==> config.mk <==
export PLATFORM = sky130hd
export DESIGN_NAME = kbd_scancode_tracker
export DESIGN_NICKNAME = d
export VERILOG_FILES = /design/src/rtl/kbd_pkg.sv /design/src/rtl/kbd_letter_lut.sv /design/src/rtl/kbd_scancode_tracker.sv
export SDC_FILE = /design/constraint.sdc
export NUM_CORES = 1
export LEC_CHECK = 0
export ABC_AREA = 1
export CAP_MARGIN = 10
export CORE_UTILIZATION = 31
export DETAILED_ROUTE_END_ITERATION = 6
export GPL_ROUTABILITY_DRIVEN = 0
export PLACE_DENSITY = 0.55
export RECOVER_POWER = 50
export SLEW_MARGIN = 25
export SYNTH_ARGS = -nofsm -noshare
export SYNTH_HDL_FRONTEND = slang
export SYNTH_SLANG_ARGS = --single-unit
==> constraint.sdc <==
create_clock -name clk -period 2.7 [get_ports clk]
set_clock_uncertainty 0.1 [all_clocks]
set_input_delay 0.675 -clock clk [delete_from_list [all_inputs] [get_ports clk]]
set_output_delay 0.675 -clock clk [all_outputs]
set_load 0.005 [all_outputs]
==> src/rtl/kbd_pkg.sv <==
// Shared constants and FSM encoding for the PS/2 Set-2 scan-code tracker.
package kbd_pkg;

  localparam int KEY_COUNT = 26;

  localparam logic [7:0] SC_BREAK = 8'hF0;
  localparam logic [7:0] SC_EXT   = 8'hE0;
  localparam logic [7:0] SC_BAT   = 8'hAA;
  localparam logic [7:0] SC_ERR0  = 8'h00;
  localparam logic [7:0] SC_ERR1  = 8'hFF;
  localparam logic [7:0] SC_FAIL  = 8'hFC;

  typedef enum logic [1:0] {
    ST_IDLE      = 2'd0,
    ST_BREAK     = 2'd1,
    ST_EXT       = 2'd2,
    ST_EXT_BREAK = 2'd3
  } kbd_state_t;

  // Keyboard self-test / error bytes that invalidate everything we know.
  function automatic logic is_reset_code(input logic [7:0] code);
    return (code == SC_BAT) || (code == SC_ERR0) ||
           (code == SC_ERR1) || (code == SC_FAIL);
  endfunction

endpackage

==> src/rtl/kbd_letter_lut.sv <==
// Combinational Set-2 make-code to letter index (A=0 .. Z=25) lookup.
module kbd_letter_lut (
  input  logic [7:0] scan_code,
  output logic       is_letter,
  output logic [4:0] letter_idx
);

  always_comb begin
    is_letter  = 1'b1;
    letter_idx = 5'd0;
    case (scan_code)
      8'h1C: letter_idx = 5'd0;
      8'h32: letter_idx = 5'd1;
      8'h21: letter_idx = 5'd2;
      8'h23: letter_idx = 5'd3;
      8'h24: letter_idx = 5'd4;
      8'h2B: letter_idx = 5'd5;
      8'h34: letter_idx = 5'd6;
      8'h33: letter_idx = 5'd7;
      8'h43: letter_idx = 5'd8;
      8'h3B: letter_idx = 5'd9;
      8'h42: letter_idx = 5'd10;
      8'h4B: letter_idx = 5'd11;
      8'h3A: letter_idx = 5'd12;
      8'h31: letter_idx = 5'd13;
      8'h44: letter_idx = 5'd14;
      8'h4D: letter_idx = 5'd15;
      8'h15: letter_idx = 5'd16;
      8'h2D: letter_idx = 5'd17;
      8'h1B: letter_idx = 5'd18;
      8'h2C: letter_idx = 5'd19;
      8'h3C: letter_idx = 5'd20;
      8'h2A: letter_idx = 5'd21;
      8'h1D: letter_idx = 5'd22;
      8'h22: letter_idx = 5'd23;
      8'h35: letter_idx = 5'd24;
      8'h1A: letter_idx = 5'd25;
      default: is_letter = 1'b0;
    endcase
  end

endmodule

==> src/rtl/kbd_scancode_tracker.sv <==
// Tracks the held state of letter keys A-Z from PS/2 Set-2 bytes and strobes new presses.
// Define KBD_RELEASE_TIMEOUT_EN to force-release all keys after TIMEOUT_CYCLES idle cycles.
module kbd_scancode_tracker
  import kbd_pkg::*;
#(
  parameter int TIMEOUT_CYCLES = 100_000_000,
  parameter int TO_WIDTH       = 27
) (
  input  logic                 clk,
  input  logic                 reset_n,
  // scan_valid is a single-cycle strobe with no back-pressure: the byte on
  // scan_code is consumed on every rising edge where scan_valid = 1.
  input  logic                 scan_valid,
  input  logic [7:0]           scan_code,
  output logic [KEY_COUNT-1:0] key_status,
  output logic                 key_down_strobe,
  output logic [4:0]           key_down_idx
);

  if ((64'd1 << TO_WIDTH) <= 64'(TIMEOUT_CYCLES)) begin : g_cfg_check
    $error("TO_WIDTH too narrow for TIMEOUT_CYCLES");
  end

  kbd_state_t           state, state_n;
  logic [KEY_COUNT-1:0] status_n;
  logic                 strobe_n;
  logic [4:0]           idx_n;
  logic                 is_letter;
  logic [4:0]           letter_idx;
  logic                 timeout_fire;

  kbd_letter_lut u_lut (
    .scan_code  (scan_code),
    .is_letter  (is_letter),
    .letter_idx (letter_idx)
  );

`ifdef KBD_RELEASE_TIMEOUT_EN
  logic [TO_WIDTH-1:0] idle_cnt;

  // Fires only on the step into TIMEOUT_CYCLES, so once per idle period.
  assign timeout_fire = !scan_valid && (idle_cnt == TO_WIDTH'(TIMEOUT_CYCLES - 1));

  always_ff @(posedge clk) begin
    if (!reset_n) begin
      idle_cnt <= '0;
    end else if (scan_valid) begin
      idle_cnt <= '0;
    end else if (idle_cnt != TO_WIDTH'(TIMEOUT_CYCLES)) begin
      idle_cnt <= idle_cnt + 1'b1;
    end
  end
`else
  assign timeout_fire = 1'b0;
`endif

  always_ff @(posedge clk) begin
    if (!reset_n) begin
      state           <= ST_IDLE;
      key_status      <= '0;
      key_down_strobe <= 1'b0;
      key_down_idx    <= 5'd0;
    end else begin
      state           <= state_n;
      key_status      <= status_n;
      key_down_strobe <= strobe_n;
      key_down_idx    <= idx_n;
    end
  end

  always_comb begin
    state_n  = state;
    status_n = key_status;
    strobe_n = 1'b0;
    idx_n    = key_down_idx;
    if (scan_valid) begin
      if (is_reset_code(scan_code)) begin
        state_n  = ST_IDLE;
        status_n = '0;
      end else begin
        case (state)
          ST_IDLE: begin
            if (scan_code == SC_BREAK) begin
              state_n = ST_BREAK;
            end else if (scan_code == SC_EXT) begin
              state_n = ST_EXT;
            end else if (is_letter) begin
              status_n[letter_idx] = 1'b1;
              if (!key_status[letter_idx]) begin
                strobe_n = 1'b1;
                idx_n    = letter_idx;
              end
            end
          end
          ST_BREAK: begin
            if (is_letter) begin
              status_n[letter_idx] = 1'b0;
              state_n              = ST_IDLE;
            end else if (scan_code == SC_BREAK) begin
              state_n = ST_BREAK;
            end else if (scan_code == SC_EXT) begin
              state_n = ST_EXT_BREAK;
            end else begin
              state_n = ST_IDLE;
            end
          end
          ST_EXT: begin
            state_n = (scan_code == SC_BREAK) ? ST_EXT_BREAK : ST_IDLE;
          end
          default: begin
            state_n = ST_IDLE;
          end
        endcase
      end
    end else if (timeout_fire) begin
      state_n  = ST_IDLE;
      status_n = '0;
    end
  end

endmodule

-- Word-level counts from Yosys, hierarchy flattened
Index checks and enable logic that the tools add are counted.
- output and inout port bits: 32
- flip-flop bits (word level): 34
- word-level logic and storage cells: 88
- bitwise gates (word level): 11
- reductions and logical operators: 12
- equality and inequality tests: 38
- $lt $le $gt $ge: 2
- multiplexer cells: 21
- operators by type and width (operator ; count):
    two-way mux 26 bit ; 5
    == test 8 x 6 -> 1 bit, second input constant ; 16
    one-hot mux 5 bit (25 select lines) ; 1
    one-hot mux 26 bit (2 select lines) ; 1
    == test 8 x 5 -> 1 bit, second input constant ; 5
    == test 8 x 7 -> 1 bit, second input constant ; 5
    == test 8 bit, second input constant ; 5
    AND 26 bit ; 1
    NOT 26 bit ; 1
    bitwise OR 26 bit ; 1
    OR reduction 26 bit ; 1
    two-way mux 2 bit ; 7
    inequality test 3 bit, second input constant ; 4
    logical NOT 8 bit ; 1
    NOT 1 bit ; 8
    AND reduction 7 bit ; 1
    OR reduction 7 bit ; 1
    less-than comparator 5 x 6 -> 1 bit, second input constant ; 1
    one-hot mux 2 bit (3 select lines) ; 1
    AND reduction 6 bit ; 1
    binary-select mux 1 bit (select 5 bit) ; 1
    demux 1 bit (select 5 bit) ; 1
    greater-or-equal comparator 5 x 1 -> 1 bit, second input constant ; 1
    two-way mux 1 bit ; 4
    8 further kinds ; 10

-- Logic depth before layout (Yosys ltp)
- depth after elaboration: 12
- depth in mapped cells: 19
- gate-level depth less buffers: 18

-- Modules after synthesis
Synthesis repeated with hierarchy kept, for this count alone.
- cells, all modules: 553
- area total of the unflattened synthesis: 3131.8 µm²
- modules (own cells, without submodules) (module ; instances ; sequential area each (µm²) ; area an instance (µm²) ; cells an instance):
    kbd_scancode_tracker ; 1 ; 680.7 ; 2682.6 ; 447
    kbd_letter_lut ; 1 ; 0.0 ; 449.2 ; 106

-- Worst setup path before layout
OpenSTA, ideal clock, no wires.
- path type: input-to-reg
- from: input port scan_code[7]
- to: register key_down_idx[0]
- library setup time: 0.115 ns
- buffers on the path: 0
- cell stages on the path: 16
- data required time: 2.485 ns
- data arrival time: 2.133 ns
- slack: 0.352 ns
- cell sequence: inv_2 nand2_1 nor2_2 nand2_1 nand2_1 nor2_1 nand2_4 nor2_8 nand2_4 nand3_1 nor2_1 nand2_2 nor2_8 nand3_1 nand2_1 nor2_1
- cells in the longest elaborated chain, start to end: 6
- RTL lines (element ; line ; text):
    from (decl) ; kbd_scancode_tracker.sv:14 ; input logic [7:0] scan_code,
    == test 8 x 5 -> 1 bit (tied with other cells) ; kbd_letter_lut.sv:11 ; case (scan_code)
    one-hot mux 5 bit (25 select lines) or logical OR 1 bit (tied branches) ; kbd_letter_lut.sv:11, kbd_pkg.sv:22 ;
    binary-select mux 1 bit (select 5 bit) or logical OR 1 bit (tied branches) ; kbd_scancode_tracker.sv:89, kbd_pkg.sv:22 ;
    two-way mux 1 bit (implied by the code) or logical OR 1 bit (tied branches) ; kbd_scancode_tracker.sv:89, kbd_pkg.sv:23 ;
    NOT 1 bit (no source line) ; - ;
    AND reduction 7 bit (no source line) ; - ;
    to (signal assigned) ; kbd_scancode_tracker.sv:67 ; key_down_idx <= idx_n;
    to (decl) ; kbd_scancode_tracker.sv:17 ; output logic [4:0] key_down_idx
Parallel ways exist; a longest one is shown, timed or not. The select of a mux whose other input is x is not followed.
A chain may end at the register's enable or synchronous reset.

-- Worst setup path in the final report
- from: input port scan_code[7]
- to: register key_status[18]
- cells in the longest elaborated chain, start to end: 12
- RTL lines (element ; line ; text):
    == test 8 x 5 -> 1 bit (tied with other cells) ; kbd_letter_lut.sv:11 ;
    one-hot mux 5 bit (25 select lines) ; kbd_letter_lut.sv:11 ;
    less-than comparator 5 x 6 -> 1 bit (implied by the code) or greater-or-equal comparator 5 x 1 -> 1 bit (tied branches) ; kbd_scancode_tracker.sv:88, kbd_scancode_tracker.sv:97 ;
    logical AND 1 bit (implied by the code) ; kbd_scancode_tracker.sv:88, kbd_scancode_tracker.sv:97 ;
    two-way mux 1 bit (implied by the code) ; kbd_scancode_tracker.sv:88, kbd_scancode_tracker.sv:97 ;
    demux 1 bit (select 5 bit) ; kbd_scancode_tracker.sv:88, kbd_scancode_tracker.sv:97 ;
    bitwise OR 26 bit (no source line) ; - ;
    two-way mux 26 bit ; kbd_scancode_tracker.sv:87 ; end else if (is_letter) begin
    two-way mux 26 bit ; kbd_scancode_tracker.sv:85 ; end else if (scan_code == SC_EXT) begin
    two-way mux 26 bit ; kbd_scancode_tracker.sv:83 ; if (scan_code == SC_BREAK) begin
    one-hot mux 26 bit (2 select lines) ; kbd_scancode_tracker.sv:81 ; case (state)
    two-way mux 26 bit ; kbd_scancode_tracker.sv:77 ; if (is_reset_code(scan_code)) begin
    to (signal assigned) ; kbd_scancode_tracker.sv:65 ; key_status <= status_n;
    to (decl) ; kbd_scancode_tracker.sv:15 ; output logic [KEY_COUNT-1:0] key_status,
Parallel ways exist; a longest one is shown, timed or not. The select of a mux whose other input is x is not followed.

==> impl_metrics.csv <==
group,metric,value,unit
timing,clock.fmax,378,MHz
grt,grt_usage,0.220,
die,fp.coreArea,8220,um2
timing,hold_viol_final,0,
drt,num_vias,3379,
synthesis,ys_seq_area_frac,0.259,
grt,grt_pass1_vias,3183,
run_status,status,"finished, final reports clean",
placed_design,io_buffer_count,42,
clock_tree,cts_tree,"built",
min_path,min_to,"key_status[14]$_SDFFE_PN0P_",
clock_tree,clk_latency,290,ps
drt,via_per_inst,5.02,
synthesis,syn_inst,428,
min_path,hp-class,"reg -> reg",
min_path,hold_depth,2,
timing,fin_crit_sh,0.980,
cells_and_area,design_area,4300,um2
drt,first_pass_iters,5,
synthesis,synth_area,2630,um2
die,die_width,94.0,um
drt,drc,0,
grt,globalRoute.totalOverflow,0,
cells_and_area,layout-drive-gt1-share,0.354,
grt,grt_max_degree,30,
critical_path,critPathMaxFanout,6,
drt,drtIter0Drc,251,
clock_tree,clock_sinks,34,
power,p_seq_frac,0.436,
grt,antenna_found_initial,0,
critical_path,r2r_end,"key_down_idx[1]$_SDFFE_PN0P_",
clock_tree,path_clk_slew,70,ps
synthesis,ys.flop_type,"dfxtp_1",
flow_run,cap_viol_max_count,0,
power,p_total,1170,uW
synthesis,ys_ff_latch,34,
drt,routed_wl,9.76,mm
power,internal_power,830,uW
placed_design,dpl.hpwl,6.45,mm
power,worst_ir_drop_vdd,0.000169,V
power,leakagePower,0.00208,uW
cells_and_area,area_growth_syn_to_layout,63.8,%
timing,setup_viol,0,
synthesis,yosysWarnings,0,
critical_path,required,2820,ps
critical_path,ff2ff_setup_slack,900,ps
placed_design,placed_cell_area,3720,um2
die,pin_count,43,
timing,slew_violations,0,
drt,ant_nets,0,
die,initial_utilization,0.320,
synthesis,ys_types,33,
drt,routedWlPerCell,14.5,um
power,clkPwrFrac,0.344,
critical_path,critPathLaunchType,"primary input",
cells_and_area,final_nets,578,
critical_path,endpoint_kind,"flop",
timing,fin_tns_setup,0,ps
cells_and_area,antenna_cells,0,
die,fp.dieArea,8840,um2
clock_tree,cts_root_buf,"clkbuf_8",
critical_path,crit_type,"in -> reg",
min_path,min-delay-start,"key_status[14]$_SDFFE_PN0P_",
critical_path,reg2reg_depth,10,
timing,slew_headroom,0.658,
synthesis,syn-num-nets,439,
clock_tree,numCtsBuffers,5,
clock_tree,clk_path_buf_depth,2,
power,combPwrFrac,0.219,
cells_and_area,nFillCells,783,
critical_path,cp.arrival,2770,ps
grt,grt_pass1_wl,15.1,mm
power,power_density,271,nW/um2
synthesis,synth_area_per_cell,6.14,um2
synthesis,synth-edff-count,0,
timing,layout_min_cycle_time,2650,ps
die,row_count,33,
timing,worst_pin_slew,513,ps
clock_tree,ctsHtreeMaxLevel,2,
critical_path,reg2reg_from,"state[1]$_SDFFE_PN0P_",
synthesis,async_flop_share,0,
die,die_h,94.0,um
power,switching_share,0.288,
power,switchingPower,336,uW
-- critical path, stage by stage --
cell       delay (ps)
clkbuf_2           90
inv_2              90
nand2_4           110
nor2_4            190
buf_6             130
inv_1              50
nor2_2            120
nor2_1             60
nand3_1           100
nor2_2             60
nand2_4            70
buf_12            110
o211ai_4           80
buf_12            140
nor2_4            240
clkbuf_16         220
o211ai_1           80
a21oi_1           150
-- flip-flops by register name (all words and copies together) (netlist names) --
register         flops
state                2
key_down_idx         5
key_status          26
key_down_strobe      1
-- Yosys cell counts (2+ instances only) --
library cell,instances,area (um2)
buf_2,2,10.0
o211ai_1,24,180
nor2_1,35,131
nand2_4,4,45.0
buf_4,2,15.0
nor2_2,7,43.8
nor3_1,7,35.0
buf_6,3,33.8
dfxtp_1,34,681
nand3_1,14,70.1
nand4_1,15,93.8
a21oi_1,35,175
o21ai_1,3,15.0
inv_1,35,131
nor2_4,6,67.6
nor2_8,2,40.0
clkbuf_1,6,22.5
inv_2,12,45.0
nand2_1,157,589
nand2_2,11,68.8
o21ai_0,2,10.0
-- metrics by stage --
step	util	setup WS [ps]	cells	hold slack, ps
floorplan	-	352	428	373
global placement	0.453	-502	637	368
detailed placement	0.453	-512	637	372
CTS	0.496	15.4	661	391
global route	0.524	-44.5	673	405
finish	0.524	53.8	673	379
-- kinds of logic after synthesis --
logic type,share of synthesized area
buffers and inverters,0.0981
AOI/OAI and AO/OA,0.171
and+or+nand+nor,0.472
DFF,0.259
-- final cells by class --
| class | instances | area (um2) | share of cell area |
|---|---|---|---|
| clock buffers | 7 | 86.3 | 0.0201 |
| inverters | 47 | 179 | 0.0416 |
| clock inverters | 1 | 5.00 | 0.00116 |
| well taps | 105 | 131 | 0.0305 |
| repair buffers | 141 | 1310 | 0.305 |
| multi-input cells | 338 | 1910 | 0.443 |
| flip-flops and latches | 34 | 681 | 0.158 |
-- metal layers --
layer / vias up / GRT usage / share of wire
met4: 0 / 0.0628 / 0.032
met1: 1531 / 0.276 / 0.43
met5: - / 0 / 0
met3: 38 / 0.0380 / 0.069
li1: 1683 / - / -
met2: 127 / 0.383 / 0.47
-- what timing repair did --
| item | 4_1_cts | 5_1_grt |
|---|---|---|
| hold buffers | 0 | 0 |
| endpoints found under the setup margin | 32 | 32 |
| resized for setup | 31 | 51 |
| setup buffers | 10 | 9 |
| pin swaps | 15 | 19 |
| gates cloned | 6 | 3 |
-- worst max path at each step --
stage,from,end,slack (ps),depth (start not counted)
2_1_floorplan,scan_code[7],key_down_idx[0]$_SDFFE_PN0P_,350,16
3_3_place_gp,scan_code[2],key_down_idx[4]$_SDFFE_PN0P_,-500,18
3_5_place_dp,scan_code[2],key_down_idx[1]$_SDFFE_PN0P_,-510,18
4_1_cts,scan_code[6],key_status[5]$_SDFFE_PN0P_,20,19
5_1_grt,scan_code[7],key_status[18]$_SDFFE_PN0P_,-40,18
6_report,scan_code[7],key_status[18]$_SDFFE_PN0P_,50,18
-- power by group through the flow --
stage | combinational, uW | clock (uW) | sequential (uW)
CTS | 224 | 408 | 509
finish | 256 | 401 | 508
detailed placement | 196 | 0 | 520
global route | 274 | 427 | 509
floorplan | 97.6 | 0 | 521
global placement | 194 | 0 | 521
-- layout by cell type (no fill, tap or decap), drive strengths merged --
cell and n:
buf 97, nand4 15, o21ai 5, nor3 7, inv 47, nand3b 1
clkinv 1, nor2 53, o2111ai 1, and3 1, nand2 172, nor3b 1
dfxtp 34, a22oi 1, clkbuf 17, o22ai 1, clkdlybuf4s50 2, dlygate4sd3 32
a21oi 36, and2 1, o211ai 25, nand3 17, o31ai 1
(Power assumes the default switching activity.)
